## config.mk

```make
export PLATFORM = sky130hd
export DESIGN_NAME = cic_decimator_multi_flat
export DESIGN_NICKNAME = d
export VERILOG_FILES = /design/src/rtl/cic_decimator_multi_if.sv /design/src/rtl/cic_decimator_multi.sv /design/src/flat_wrapper.sv
export SDC_FILE = /design/constraint.sdc
export NUM_CORES = 2
export LEC_CHECK = 0
export BUFFER_PORTS_ARGS = -buffer_cell sky130_fd_sc_hd__buf_2
export CAP_MARGIN = 10
export CORE_ASPECT_RATIO = 1.5
export CORE_MARGIN = 1
export CORE_UTILIZATION = 40
export CTS_CLUSTER_SIZE = 8
export DETAILED_ROUTE_END_ITERATION = 7
export PLACE_DENSITY = 0.55
export SETUP_SLACK_MARGIN = 0.1
export SLEW_MARGIN = 25
export SYNTH_ARGS = -nofsm -noshare
export SYNTH_HDL_FRONTEND = slang
export SYNTH_SLANG_ARGS = --single-unit
```

## constraint.sdc

```tcl
create_clock -name clock -period 18.9 [get_ports clock]
set_clock_uncertainty 0.15 [all_clocks]
set_input_delay 1.89 -clock clock [delete_from_list [all_inputs] [get_ports clock]]
set_output_delay 1.89 -clock clock [all_outputs]
set_load 0.005 [all_outputs]
```

## src/rtl/cic_decimator_multi_if.sv

```systemverilog
// Sample/config/result bundle for the multi-channel CIC decimator.
// The master drives config and input samples; the slave returns decimated results.
interface cic_decimator_multi_if #(
   parameter int CHANNELS      = 2,
   parameter int IN_WIDTH      = 32,
   parameter int MAX_RATE_LOG2 = 14
);
   localparam int RW = $clog2(MAX_RATE_LOG2 + 1);

   logic                         enable;
   logic [RW-1:0]                rate_log2;
   logic [CHANNELS*IN_WIDTH-1:0] in_data;
   logic                         in_valid;
   logic [CHANNELS*IN_WIDTH-1:0] out_data;
   logic                         out_valid;
   logic                         settling;

   modport master (
      output enable, rate_log2, in_data, in_valid,
      input  out_data, out_valid, settling
   );

   modport slave (
      input  enable, rate_log2, in_data, in_valid,
      output out_data, out_valid, settling
   );
endinterface

```

## src/rtl/cic_decimator_multi.sv

```systemverilog
// N-channel, N-stage CIC decimator (M = 1) with runtime power-of-two rate,
// exact gain removal by arithmetic shift, bypass and disable modes.
module cic_decimator_multi #(
   parameter int CHANNELS      = 2,
   parameter int IN_WIDTH      = 32,
   parameter int STAGES        = 3,
   parameter int MAX_RATE_LOG2 = 14
) (
   input logic                  clock,
   input logic                  reset_n,
   cic_decimator_multi_if.slave bus
);
   localparam int AW = IN_WIDTH + STAGES * MAX_RATE_LOG2;
   localparam int RW = $clog2(MAX_RATE_LOG2 + 1);
   localparam int PW = (MAX_RATE_LOG2 > 0) ? MAX_RATE_LOG2 : 1;
   localparam int WW = $clog2(STAGES + 1);
   localparam int DW = CHANNELS * IN_WIDTH;

   function automatic logic [RW-1:0] clamp_rate(input logic [RW-1:0] r);
      if (int'(r) > MAX_RATE_LOG2) return RW'(MAX_RATE_LOG2);
      return r;
   endfunction

   // Removes the R**STAGES gain; floor semantics come from the arithmetic shift.
   function automatic logic [IN_WIDTH-1:0] normalise(input logic signed [AW-1:0] v,
                                                     input logic [RW-1:0]        r);
      logic signed [AW-1:0] s;
      s = v >>> (STAGES * int'(r));
      return s[IN_WIDTH-1:0];
   endfunction

   logic                 en_q, en_d;
   logic [RW-1:0]        rate_q, rate_d;
   logic [PW-1:0]        phase_q, rate_mask;
   logic [WW-1:0]        warm_q;
   logic                 vld_p0, vld_p1;
   logic                 out_valid_q, settling_q;
   logic [DW-1:0]        out_data_q, norm_data;
   logic signed [AW-1:0] integ_q [CHANNELS][STAGES];
   logic signed [AW-1:0] prev_q  [CHANNELS][STAGES];
   logic signed [AW-1:0] comb_q  [CHANNELS];
   logic signed [AW-1:0] diff    [CHANNELS][STAGES];
   logic                 flush, decim, accept, wrap, clear_st, warm_done;

   assign en_d      = bus.enable;
   assign rate_d    = clamp_rate(bus.rate_log2);
   assign flush     = (en_d != en_q) || (rate_d != rate_q);
   assign decim     = en_q && (rate_q != '0);
   assign accept    = decim && !flush && bus.in_valid;
   assign rate_mask = PW'((32'd1 << rate_q) - 32'd1);
   assign wrap      = accept && (phase_q == rate_mask);
   assign clear_st  = !reset_n || flush || !decim;
   assign warm_done = (warm_q == WW'(STAGES));

   // Comb chain evaluated combinationally so all stages advance on one strobe.
   always_comb begin
      logic signed [AW-1:0] acc;
      acc = '0;
      for (int c = 0; c < CHANNELS; c++) begin
         acc = integ_q[c][STAGES-1];
         for (int k = 0; k < STAGES; k++) begin
            acc        = acc - prev_q[c][k];
            diff[c][k] = acc;
         end
      end
   end

   always_comb begin
      norm_data = '0;
      for (int c = 0; c < CHANNELS; c++)
         norm_data[c*IN_WIDTH +: IN_WIDTH] = normalise(comb_q[c], rate_q);
   end

   // p0: integrators at input rate; comb registers on the strobe.
   always_ff @(posedge clock) begin
      if (clear_st) begin
         for (int c = 0; c < CHANNELS; c++) begin
            comb_q[c] <= '0;
            for (int k = 0; k < STAGES; k++) begin
               integ_q[c][k] <= '0;
               prev_q[c][k]  <= '0;
            end
         end
      end else begin
         if (accept) begin
            for (int c = 0; c < CHANNELS; c++) begin
               integ_q[c][0] <= integ_q[c][0] + AW'($signed(bus.in_data[c*IN_WIDTH +: IN_WIDTH]));
               for (int k = 1; k < STAGES; k++)
                  integ_q[c][k] <= integ_q[c][k] + integ_q[c][k-1];
            end
         end
         if (vld_p0) begin
            for (int c = 0; c < CHANNELS; c++) begin
               prev_q[c][0] <= integ_q[c][STAGES-1];
               for (int k = 1; k < STAGES; k++)
                  prev_q[c][k] <= diff[c][k-1];
               comb_q[c] <= diff[c][STAGES-1];
            end
         end
      end
   end

   // p1 -> output: warm-up gating, normalisation and mode handling.
   always_ff @(posedge clock) begin
      if (!reset_n) begin
         en_q        <= en_d;
         rate_q      <= rate_d;
         phase_q     <= '0;
         warm_q      <= '0;
         vld_p0      <= 1'b0;
         vld_p1      <= 1'b0;
         out_valid_q <= 1'b0;
         out_data_q  <= '0;
         settling_q  <= 1'b1;
      end else begin
         en_q   <= en_d;
         rate_q <= rate_d;
         if (flush) begin
            phase_q     <= '0;
            warm_q      <= '0;
            vld_p0      <= 1'b0;
            vld_p1      <= 1'b0;
            out_valid_q <= 1'b0;
            settling_q  <= 1'b1;
         end else if (!en_q) begin
            phase_q     <= '0;
            warm_q      <= '0;
            vld_p0      <= 1'b0;
            vld_p1      <= 1'b0;
            out_valid_q <= 1'b0;
            out_data_q  <= '0;
            settling_q  <= 1'b0;
         end else if (rate_q == '0) begin
            phase_q     <= '0;
            warm_q      <= '0;
            vld_p0      <= 1'b0;
            vld_p1      <= 1'b0;
            out_valid_q <= bus.in_valid;
            out_data_q  <= bus.in_data;
            settling_q  <= 1'b0;
         end else begin
            if (accept) phase_q <= wrap ? '0 : phase_q + 1'b1;
            vld_p0 <= wrap;
            vld_p1 <= vld_p0 && warm_done;
            if (vld_p0 && !warm_done) warm_q <= warm_q + 1'b1;
            out_valid_q <= vld_p1;
            if (vld_p1) begin
               out_data_q <= norm_data;
               settling_q <= 1'b0;
            end
         end
      end
   end

   assign bus.out_data  = out_data_q;
   assign bus.out_valid = out_valid_q;
   assign bus.settling  = settling_q;
endmodule

```

## src/flat_wrapper.sv

```systemverilog
// flat-port wrapper written by rule: the top's interface ports become plain ports
module cic_decimator_multi_flat 
#(
   parameter int CHANNELS      = 2,
   parameter int IN_WIDTH      = 32,
   parameter int STAGES        = 3,
   parameter int MAX_RATE_LOG2 = 14
)
  (clock, reset_n, bus_enable, bus_rate_log2, bus_in_data, bus_in_valid, bus_out_data, bus_out_valid, bus_settling);
  cic_decimator_multi_if #(.CHANNELS(CHANNELS), .IN_WIDTH(IN_WIDTH), .MAX_RATE_LOG2(MAX_RATE_LOG2)) bus_i ();
  input logic clock;
  input logic reset_n;
  input wire logic [$bits(bus_i.enable)-1:0] bus_enable;
  input wire logic [$bits(bus_i.rate_log2)-1:0] bus_rate_log2;
  input wire logic [$bits(bus_i.in_data)-1:0] bus_in_data;
  input wire logic [$bits(bus_i.in_valid)-1:0] bus_in_valid;
  output wire logic [$bits(bus_i.out_data)-1:0] bus_out_data;
  output wire logic [$bits(bus_i.out_valid)-1:0] bus_out_valid;
  output wire logic [$bits(bus_i.settling)-1:0] bus_settling;
  assign bus_i.enable = bus_enable;
  assign bus_i.rate_log2 = bus_rate_log2;
  assign bus_i.in_data = bus_in_data;
  assign bus_i.in_valid = bus_in_valid;
  assign bus_out_data = bus_i.out_data;
  assign bus_out_valid = bus_i.out_valid;
  assign bus_settling = bus_i.settling;
  cic_decimator_multi #(.CHANNELS(CHANNELS), .IN_WIDTH(IN_WIDTH), .STAGES(STAGES), .MAX_RATE_LOG2(MAX_RATE_LOG2)) u_core (.clock(clock), .reset_n(reset_n), .bus(bus_i));
endmodule
```

==> impl_metrics.ini <==
[synth]
synth_top_cell_area_share_pct = 31.4
synthTopCellsByCount = nor2_1 (1100), a21oi_1 (1086), edfxtp_1 (1036)
synth-seq-cells = 1125
synthSimpleGateAreaFrac_pct = 17.6
synth_fa_ha_area_share_pct = 11.5
syn_inst = 11500
yosysMostFrequentCell = nor2_1
synthTopCellsByArea = edfxtp_1 (31%), ha_1 (11%), a21oi_1 (5.5%), a21o_1 (4.7%), xnor2_1 (4.2%)
synth-async-reset-ratio_pct = 0
synth_cell_type_count = 94
synth_nets = 12500
syn_avg_cell_area_sq_um = 8.62
yosysTopAreaCell = edfxtp_1
yosys_most_used_dff = edfxtp_1
synth_mux_area_share_pct = 3.11
yosysWarnings = 0
ys_seq_area_share_pct = 33.2
syn_area_sq_um = 99100
synth_top_family_by_area = compound AO/OA/AOI/OAI gates
synth-xor-area-share_pct = 7.50
synth-edff-count = 1036
synth_compound_gate_area_share_pct = 22.3

[floorplanning]
start_util_pct = 40.3
num_io_pins = 138
die_x_um = 408
core-area_sq_um = 246000
die_area_sq_um = 250000
rows = 223
die_h_um = 612

[clocking]
clk_pin_slew_worst_paths_ns = 0.05
post_cts_buffers = 0
htree_levels = 4
cts_tree = built
cts_buffers = 170
clkLatencyLatePin_ns = 0.86
cts_resized = 0
clockBufferDepth = 4
cts-root-buf = clkbuf_16
cts_hold_buf = 0
cts_sinks = 1125

[timing]
slew-limit-headroom_pct = 20.1
fin_hold_ws_ns = 0.319
tns_ns = 0
rsz0062_at_grt = false
finalCritPeriodShare_pct = 51.4
drv_slew = 0
period_minus_slack_ns = 9.72
tightest_slew_ns = 1.19
hold_viol = 0
setup_viol = 0
max_clock_freq_mhz = 103

[pwr]
power_frac_clock_pct = 22.0
vdd_drop_max_mv = 0.0990
switching_power_uw = 5780
seqPwrFrac_pct = 21.0
power_density_nw_per_um2 = 121
internal_power_uw = 7170
leakage_uw = 0.0465
comb_power_share_pct = 57.0
swShare_pct = 44.6

[global_route]
grt_max_degree = 227
grt_pass1_wl_um = 497000
overflow = 0
grt_pass1_vias = 83900
grt_antenna_before_repair = 32
track_usage_pct = 25.7

[route]
drc_errors = 0
drt-initial-drc-count = 5011
routed_via_density = 5.76
drt_pre_antenna_iters = 6
vias = 84400
wl_um = 331000
antenna_left = 0
wl_per_cell_um = 22.6

[final_layout]
drive_gt1_share_pct = 5.49
layout.nets = 12300
area_growth_pct = 8.27

[critical_path]
crit_type = flop to flop
cp-start-kind = flop
required_ns = 19.33
cpPeakStageDelay_ns = 0.70
crit_slowest_cell = a211oi_1
crit_path_max_fanout = 7
endpoint_kind = flop
cp_common_cell = a21oi_1
worstPathArrival_ns = 10.15

[outcome]
run_status = finished clean

[placement]
place_hpwl_um = 260000
port-buffer-count = 137
place.gp.congestion = 0.984

[flow_run]
cap_viol_max_count = 0

[min_path]
worstHoldPathType = flop to flop
routing by layer:
layer  track usage, %  routed length, um  vias up
li1                 -                  -    41200
met1             25.5             117000    40300
met2             49.0             174000     2051
met3             4.41              16500      783
met4             16.1              23100       20
met5                0                124        -
stage by stage:
stage / instances / area [sq um] / setup slack (ns) / utilization (%) / total power [uW]
2_1_floorplan: 11500 / 99100 / 2.38 / - / 8030
4_1_cts: 14600 / 107000 / 9.18 / 43.6 / 13000
5_1_grt: 14600 / 107000 / 8.27 / 43.6 / 13700
3_3_place_gp: 14400 / 102000 / 9.22 / 41.6 / 10100
3_5_place_dp: 14400 / 103000 / 9.22 / 41.7 / 10100
6_report: 14700 / 107000 / 9.18 / 43.6 / 12900
cells in the final DEF (no fill, tap or decap), types with 54 or more instances in the layout:
cell type / Yosys / final
nor2_1: 1100 / 1099
a21oi_1: 1086 / 1083
edfxtp_1: 1036 / 1036
nand2_1: 915 / 911
ha_1: 887 / 886
o21ai_0: 719 / 712
inv_1: 695 / 694
a21o_1: 614 / 613
and2_1: 499 / 497
xnor2_1: 479 / 476
xor2_1: 364 / 363
nand4_1: 202 / 202
nand3_1: 193 / 193
nor2b_1: 188 / 188
clkbuf_16: 0 / 174
o21bai_1: 166 / 166
o211ai_1: 155 / 155
nor3_1: 149 / 149
buf_2: 5 / 136
nand2b_1: 107 / 107
a31oi_1: 104 / 104
a211oi_1: 110 / 104
mux2i_1: 102 / 102
and3_1: 97 / 97
dfxtp_1: 89 / 88
o21a_1: 81 / 81
buf_4: 0 / 75
mux4_2: 73 / 73
o31ai_1: 60 / 60
clkbuf_1: 529 / 54
sequential cells by signal (all words and copies together) (netlist names):
| name | count |
|---|---|
| u_core.phase_q | 14 |
| u_core.warm_q | 2 |
| u_core.vld_p1 | 1 |
| u_core.bus.out_data | 64 |
| u_core.integ_q | 444 |
| u_core.comb_q | 148 |
| u_core.en_q | 1 |
| u_core.prev_q | 444 |
| u_core.rate_q | 4 |
| u_core.bus.settling | 1 |
| u_core.vld_p0 | 1 |
| u_core.bus.out_valid | 1 |
worst max-delay path, delay by kind of cell (launching register included):
| family | cells | cell delay, ns |
|---|---|---|
| xor+xnor | 3 | 0.69 |
| buf+inv | 2 | 0.16 |
| simple gates | 5 | 0.92 |
| flops | 1 | 0.39 |
| fa+ha+maj | 4 | 1.30 |
| compound gates | 19 | 5.84 |
final timing paths:
check | from | endpoint | slack (ns) | depth (start not counted)
setup / recovery | u_core.integ_q[0][0] | u_core.comb_q[0][71] | 9.18 | 33
hold / removal | u_core.bus.settling | u_core.bus.settling | 0.32 | 1
setup reg to reg | u_core.integ_q[0][0] | u_core.comb_q[0][71] | 9.18 | 33
hold reg to reg | u_core.bus.settling | u_core.bus.settling | 0.32 | 1
cell type report:
| type | count | area (sq um) |
|---|---|---|
| multi-input cells | 9089 | 61600 |
| repair buffers | 218 | 1380 |
| diodes | 22 | 55.1 |
| clock buffers | 229 | 4570 |
| clock inverters | 11 | 88.8 |
| inverters | 698 | 2620 |
| flip-flops and latches | 1125 | 32900 |
| fillers | 24500 | 139000 |
| well taps | 3262 | 4080 |
power by group through the flow:
| stage | Sequential [uW] | Combinational [uW] | Clock (uW) |
|---|---|---|---|
| 2_1_floorplan | 2770 | 5260 | 0 |
| 3_3_place_gp | 2770 | 7300 | 0 |
| 3_5_place_dp | 2770 | 7290 | 0 |
| 4_1_cts | 2720 | 7330 | 2930 |
| 5_1_grt | 2720 | 8020 | 3000 |
| 6_report | 2720 | 7380 | 2850 |
kinds of logic (layout without fill, tap and decap cells):
logic type               Yosys count  after routing
other                              0             22
buffers and inverters           1278           1156
adder cells (fa/ha/maj)          900            900
multiplexers                     212            212
flip-flops                      1125           1125
XOR/XNOR                         845            845
AND/OR/NAND/NOR                 3640           3640
AO/OA/AOI/OAI                   3492           3492
Note: power is estimated with default switching activity, not from simulation.
